**src/rtl/spi_ram_port.sv**
```systemverilog
// SPI RAM port: serialises {cmd, addr, data} read/write frames to an SPI SRAM (mode 0, clk/2).
// Latency: busy for 2N+1 cycles per transaction, N = 8+ADDR_BITS+8*DATA_WIDTH_BYTES frame bits.
// Backpressure: starts are accepted only while idle (busy=0); starts seen while busy are dropped.
// Optional SPI_RAM_INIT_EN: after reset, send WRMR 0x01,0x40 before accepting requests.
module spi_ram_port #(
  parameter int DATA_WIDTH_BYTES = 2,
  parameter int ADDR_BITS        = 16
) (
  input  logic                          clk,
  input  logic                          rstn,
  input  logic [ADDR_BITS-1:0]          addr_in,
  input  logic [8*DATA_WIDTH_BYTES-1:0] data_in,
  input  logic                          start_read,
  input  logic                          start_write,
  output logic [8*DATA_WIDTH_BYTES-1:0] data_out,
  output logic                          busy,
  output logic                          spi_select,
  output logic                          spi_clk_out,
  output logic                          spi_mosi,
  input  logic                          spi_miso
);

  localparam int DW = 8 * DATA_WIDTH_BYTES;
  localparam int N  = 8 + ADDR_BITS + DW;
  localparam int CW = $clog2(N + 1);
  localparam logic [7:0] CMD_RD = 8'h03;
  localparam logic [7:0] CMD_WR = 8'h02;

`ifdef SPI_RAM_INIT_EN
  localparam int          INIT_BITS  = 16;
  localparam logic [15:0] INIT_FRAME = 16'h0140;
  typedef enum logic [1:0] {IDLE, SHIFT, DONE, INIT} state_t;
`else
  typedef enum logic [1:0] {IDLE, SHIFT, DONE} state_t;
`endif

  state_t          state, state_d;
  logic            phase;      // 0 = SPI clock low phase, 1 = high phase
  logic [CW-1:0]   bit_cnt;
  logic [N-1:0]    tx_sr;
  logic [DW-1:0]   rx_sr;
  logic [DW-1:0]   rx_next;
  logic            is_read;
  logic            load_frame;
  logic            shifting;
  logic            frame_end;
`ifdef SPI_RAM_INIT_EN
  logic            init_pending;
  logic            load_init;
`endif

  // Byte 0 travels first on the wire but lives in the low byte of the parallel buses.
  function automatic logic [DW-1:0] byte_swap(input logic [DW-1:0] v);
    logic [DW-1:0] r;
    r = '0;
    for (int i = 0; i < DATA_WIDTH_BYTES; i++) r[8*i +: 8] = v[DW-8-8*i +: 8];
    return r;
  endfunction

  assign spi_mosi = tx_sr[N-1];
  assign rx_next  = {rx_sr[DW-2:0], spi_miso};

  // State register.
  always_ff @(posedge clk) begin
    if (!rstn) state <= IDLE;
    else       state <= state_d;
  end

  // Next state and per-state outputs; a frame ends on the edge closing its last high phase.
  always_comb begin
    state_d     = state;
    busy        = 1'b1;
    spi_select  = 1'b0;
    spi_clk_out = 1'b0;
    load_frame  = 1'b0;
    shifting    = 1'b0;
    frame_end   = 1'b0;
`ifdef SPI_RAM_INIT_EN
    load_init   = 1'b0;
`endif
    case (state)
      IDLE: begin
        busy       = 1'b0;
        spi_select = 1'b1;
`ifdef SPI_RAM_INIT_EN
        if (init_pending) begin
          load_init = 1'b1;
          state_d   = INIT;
        end else
`endif
        if (start_read || start_write) begin
          load_frame = 1'b1;
          state_d    = SHIFT;
        end
      end
      SHIFT: begin
        spi_clk_out = phase;
        shifting    = 1'b1;
        if (phase && bit_cnt == CW'(N - 1)) begin
          frame_end = 1'b1;
          state_d   = DONE;
        end
      end
`ifdef SPI_RAM_INIT_EN
      INIT: begin
        spi_clk_out = phase;
        shifting    = 1'b1;
        if (phase && bit_cnt == CW'(INIT_BITS - 1)) begin
          frame_end = 1'b1;
          state_d   = DONE;
        end
      end
`endif
      DONE: begin
        spi_select = 1'b1;
        state_d    = IDLE;
      end
      default: state_d = IDLE;
    endcase
  end

  // Frame load, bit shifting, MISO capture and read-data delivery.
  always_ff @(posedge clk) begin
    if (!rstn) begin
      phase    <= 1'b0;
      bit_cnt  <= '0;
      tx_sr    <= '0;
      rx_sr    <= '0;
      is_read  <= 1'b0;
      data_out <= '0;
`ifdef SPI_RAM_INIT_EN
      init_pending <= 1'b1;
`endif
    end else if (load_frame) begin
      // Write wins when both starts arrive together; reads send a zero data field.
      tx_sr   <= {start_write ? CMD_WR : CMD_RD, addr_in,
                  start_write ? byte_swap(data_in) : {DW{1'b0}}};
      is_read <= !start_write;
      phase   <= 1'b0;
      bit_cnt <= '0;
`ifdef SPI_RAM_INIT_EN
    end else if (load_init) begin
      tx_sr        <= {INIT_FRAME, {(N - INIT_BITS){1'b0}}};
      is_read      <= 1'b0;
      init_pending <= 1'b0;
      phase        <= 1'b0;
      bit_cnt      <= '0;
`endif
    end else if (shifting) begin
      phase <= !phase;
      if (phase) begin
        tx_sr   <= {tx_sr[N-2:0], 1'b0};
        rx_sr   <= rx_next;
        bit_cnt <= frame_end ? '0 : bit_cnt + CW'(1);
        if (frame_end && is_read) data_out <= byte_swap(rx_next);
      end
    end
  end

endmodule
```
**config.mk**
```make
export PLATFORM = sky130hd
export DESIGN_NAME = spi_ram_port
export DESIGN_NICKNAME = d
export VERILOG_FILES = /design/src/rtl/spi_ram_port.sv
export SDC_FILE = /design/constraint.sdc
export NUM_CORES = 1
export LEC_CHECK = 0
export CORE_UTILIZATION = 35
export DETAILED_ROUTE_END_ITERATION = 7
export GPL_TIMING_DRIVEN = 0
export SLEW_MARGIN = 20
export SYNTH_ARGS = -nofsm -noshare
export SYNTH_HDL_FRONTEND = slang
export SYNTH_SLANG_ARGS = --single-unit
```
**constraint.sdc**
```tcl
create_clock -name clk -period 3.35 [get_ports clk]
set_input_delay 0.67 -clock clk [delete_from_list [all_inputs] [get_ports clk]]
set_output_delay 0.67 -clock clk [all_outputs]
set_load 0.005 [all_outputs]
```
==> summary.txt <==
Outcome
  • Status: completed

Timing
  • Fmax: 378 MHz
  • Period Utilization, post-route: 0.790
  • Setup TNS: 0 ns
  • Actual slew at the worst max-slew pin: 0.568 ns
  • RSZ-0062 raised after global routing: false
  • Crit path time final: 2.65 ns
  • Rel. slew slack: 0.622
  • Final hold violation count: 0
  • Final Max Slew Viols: 0
  • Setup Viol. Count Final: 0
  • Clock skew: 0.00691 ns

Critical path
  • CP Capture Type: output pin
  • WS Path Type: register to output pin
  • Worst path arrival time: 1.98 ns
  • Crit-path max FO: 10
  • Worst EP required: 2.68 ns
  • Startpoint type of the worst setup path: register

Logic synthesis
  • Synth Register Bits: 81
  • Proportion of synthesized chip area in sequential cells: 0.492
  • Post-synth EDFFs: 0
  • Syn Inst Count: 391
  • Yosys cell types: 36
  • Avg Cell Area, Syn: 8.42 um^2
  • YS warnings: 0
  • Dominant synthesized flop cell: dfxtp_1
  • Async set or reset register ratio after synthesis: 0
  • Ranking of synthesized cells by area: dfxtp_1, nand2_1, a21oi_1
  • Synthesized Nets: 429
  • Count leader, synth: nand2_1
  • Synth area leader: dfxtp_1
  • Post-synth top area share: 0.492
  • Synth Cell Area: 3290 um^2
  • Post-synth top cells: nand2_1, dfxtp_1, a21oi_1

Detailed routing
  • Iteration-0 DRC Markers: 137
  • Vias per cell: 5.01
  • DRC: 0
  • WL per Instance: 13.1 um
  • Final antenna-violating net count: 0
  • 1st-pass router iterations: 4
  • Post-Route WL: 7520 um
  • Via count: 2871

Floorplan
  • Core ar.: 9200 um^2
  • # rows: 35
  • Die Width: 99 um
  • Initial Util: 0.358
  • IO Pins: 57
  • Die H: 99 um
  • Die ar.: 9800 um^2

Clock network
  • Root buf cell: clkbuf_8
  • Worst-Skew Late Latency: 0.36 ns
  • Clock sink total: 81
  • H-tree levels: 3
  • CTS buffer count: 9
  • Post_cts resized: 0
  • Max Root-Sink Buffers: 2
  • CTS tree: done
  • Clock slew at reported path FFs: 0.08 ns
  • CTS Hold Bufs: 0
  • Setup Buffers After CTS: 0

Global route
  • Total gr overflow: 0
  • Global Route met1 Usage: 0.201
  • Total GRT Usage: 0.163
  • Vias in the first global route: 2738
  • Met2 Use GR: 0.273
  • Largest net degree at the start of global routing: 15
  • First-pass GRT wire length: 12600 um
  • Met3 Usage GRT: 0.0426
  • Antenna violations before repair: 0
  • GR peak layer: met2

Power and ir drop
  • Peak supply drop: 0.202 mV
  • Sequential share of power: 0.516
  • Clock power frac: 0.382
  • Comb pwr share: 0.102
  • Pwr/cell area: 474 nW/um^2
  • Net Sw Frac: 0.253
  • Psw: 0.000504 W
  • P_int: 0.00149 W
  • Leakage Power: 1.47 nW
  • PnR Total Power: 0.00199 W

Final layout
  • Area Growth Syn to Fin: 27.5%
  • Final core utilization: 0.456
  • # diodes: 0
  • Proportion of layout cells with a drive suffix above 1: 0.152
  • Final net count: 495

Placed design
  • Gp weighted congestion: 0.788
  • DP Wirelength: 5370 um
  • PortBufs: 55

Flow run
  • Max Cap Viol: 0

Worst hold path
  • Hold Crit Class: register to register
-- routing by layer --
metal,vias to the layer above,part of all wire
met5,-,0
li1,1478,-
met3,10,0.035
met1,1338,0.48
met2,45,0.47
met4,0,0.014
-- through the flow --
step	hold WS, ns	setup slack, ns	cells	instance area, um^2
global placement	0.437	1.04	557	3980
global route	0.475	0.585	573	4200
detailed placement	0.447	1.03	557	3980
finish	0.454	0.704	573	4200
floorplan	0.431	1.77	391	3290
CTS	0.459	0.675	573	4200
-- path summary, 6_finish.rpt --
path / from / to / slack [ns] / cells past startpoint
worst max-delay path: state[0] / spi_clk_out / 0.70 / 5
worst min-delay path: data_out[14] / data_out[14] / 0.45 / 2
worst max register to register: bit_cnt[0] / data_out[13] / 1.76 / 7
worst min register to register: data_out[14] / data_out[14] / 0.45 / 2
-- cells in the final DEF (no fill, tap or decap), types with 2 or more instances in the layout --
| cell | instances |
|---|---|
| buf_4 | 5 |
| clkinv_4 | 3 |
| buf_8 | 2 |
| a22oi_1 | 5 |
| nand2_1 | 94 |
| clkdlybuf4s50_1 | 55 |
| and3_1 | 2 |
| a21boi_0 | 2 |
| and2_1 | 2 |
| and4_1 | 2 |
| nand4_1 | 3 |
| dfxtp_1 | 81 |
| nand3_1 | 5 |
| buf_2 | 13 |
| a31oi_1 | 5 |
| o21ai_2 | 16 |
| o21ai_1 | 5 |
| clkbuf_1 | 9 |
| nand3_2 | 14 |
| nor2_1 | 26 |
| clkbuf_8 | 11 |
| o21ai_0 | 31 |
| o221ai_1 | 9 |
| a21oi_1 | 42 |
| nand3b_1 | 2 |
| xor2_1 | 2 |
| inv_1 | 2 |
-- worst max-delay path, cell delays in order, from the launching register on --
cell	delay, ns
dfxtp_1	0.40
nand3b_1	0.13
buf_4	0.20
inv_4	0.12
buf_2	0.24
clkdlybuf4s50_1	0.53
-- state kept, by name (all words and copies together), names as in the netlist --
| signal | count |
|---|---|
| bit_cnt | 6 |
| data_out | 16 |
| is_read | 1 |
| phase | 1 |
| rx_sr | 15 |
| state | 2 |
| tx_sr | 40 |
-- layout make-up --
cell class	instances	area (um^2)
Buffer	30	178
Multi-Input combinational cell	276	1480
Timing Repair Buffer	55	551
Tap cell	111	139
Inverter	4	17.5
Sequential cell	81	1620
Clock buffer	11	151
Clock inverter	5	63.8
Fill cell	936	5000
-- power groups by stage --
stage / combinational, W / clock (W) / sequential, W
3_3_place_gp: 0.000202 / 0 / 0.00105
4_1_cts: 0.000206 / 0.000779 / 0.00103
5_1_grt: 0.000227 / 0.000815 / 0.00103
2_1_floorplan: 0.000121 / 0 / 0.00104
3_5_place_dp: 0.000205 / 0 / 0.00105
6_report: 0.000203 / 0.000761 / 0.00103
-- kinds of logic after synthesis --
family                     after synthesis  share of synthesized area
AOI/OAI and AO/OA                      119                      0.220
xor gates and xnor gates                 3                    0.00798
adders and majority gates                1                    0.00380
buffers and inverters                   34                     0.0593
DFF                                     81                      0.492
and+or+nand+nor                        153                      0.216
(Power assumes the default switching activity.)
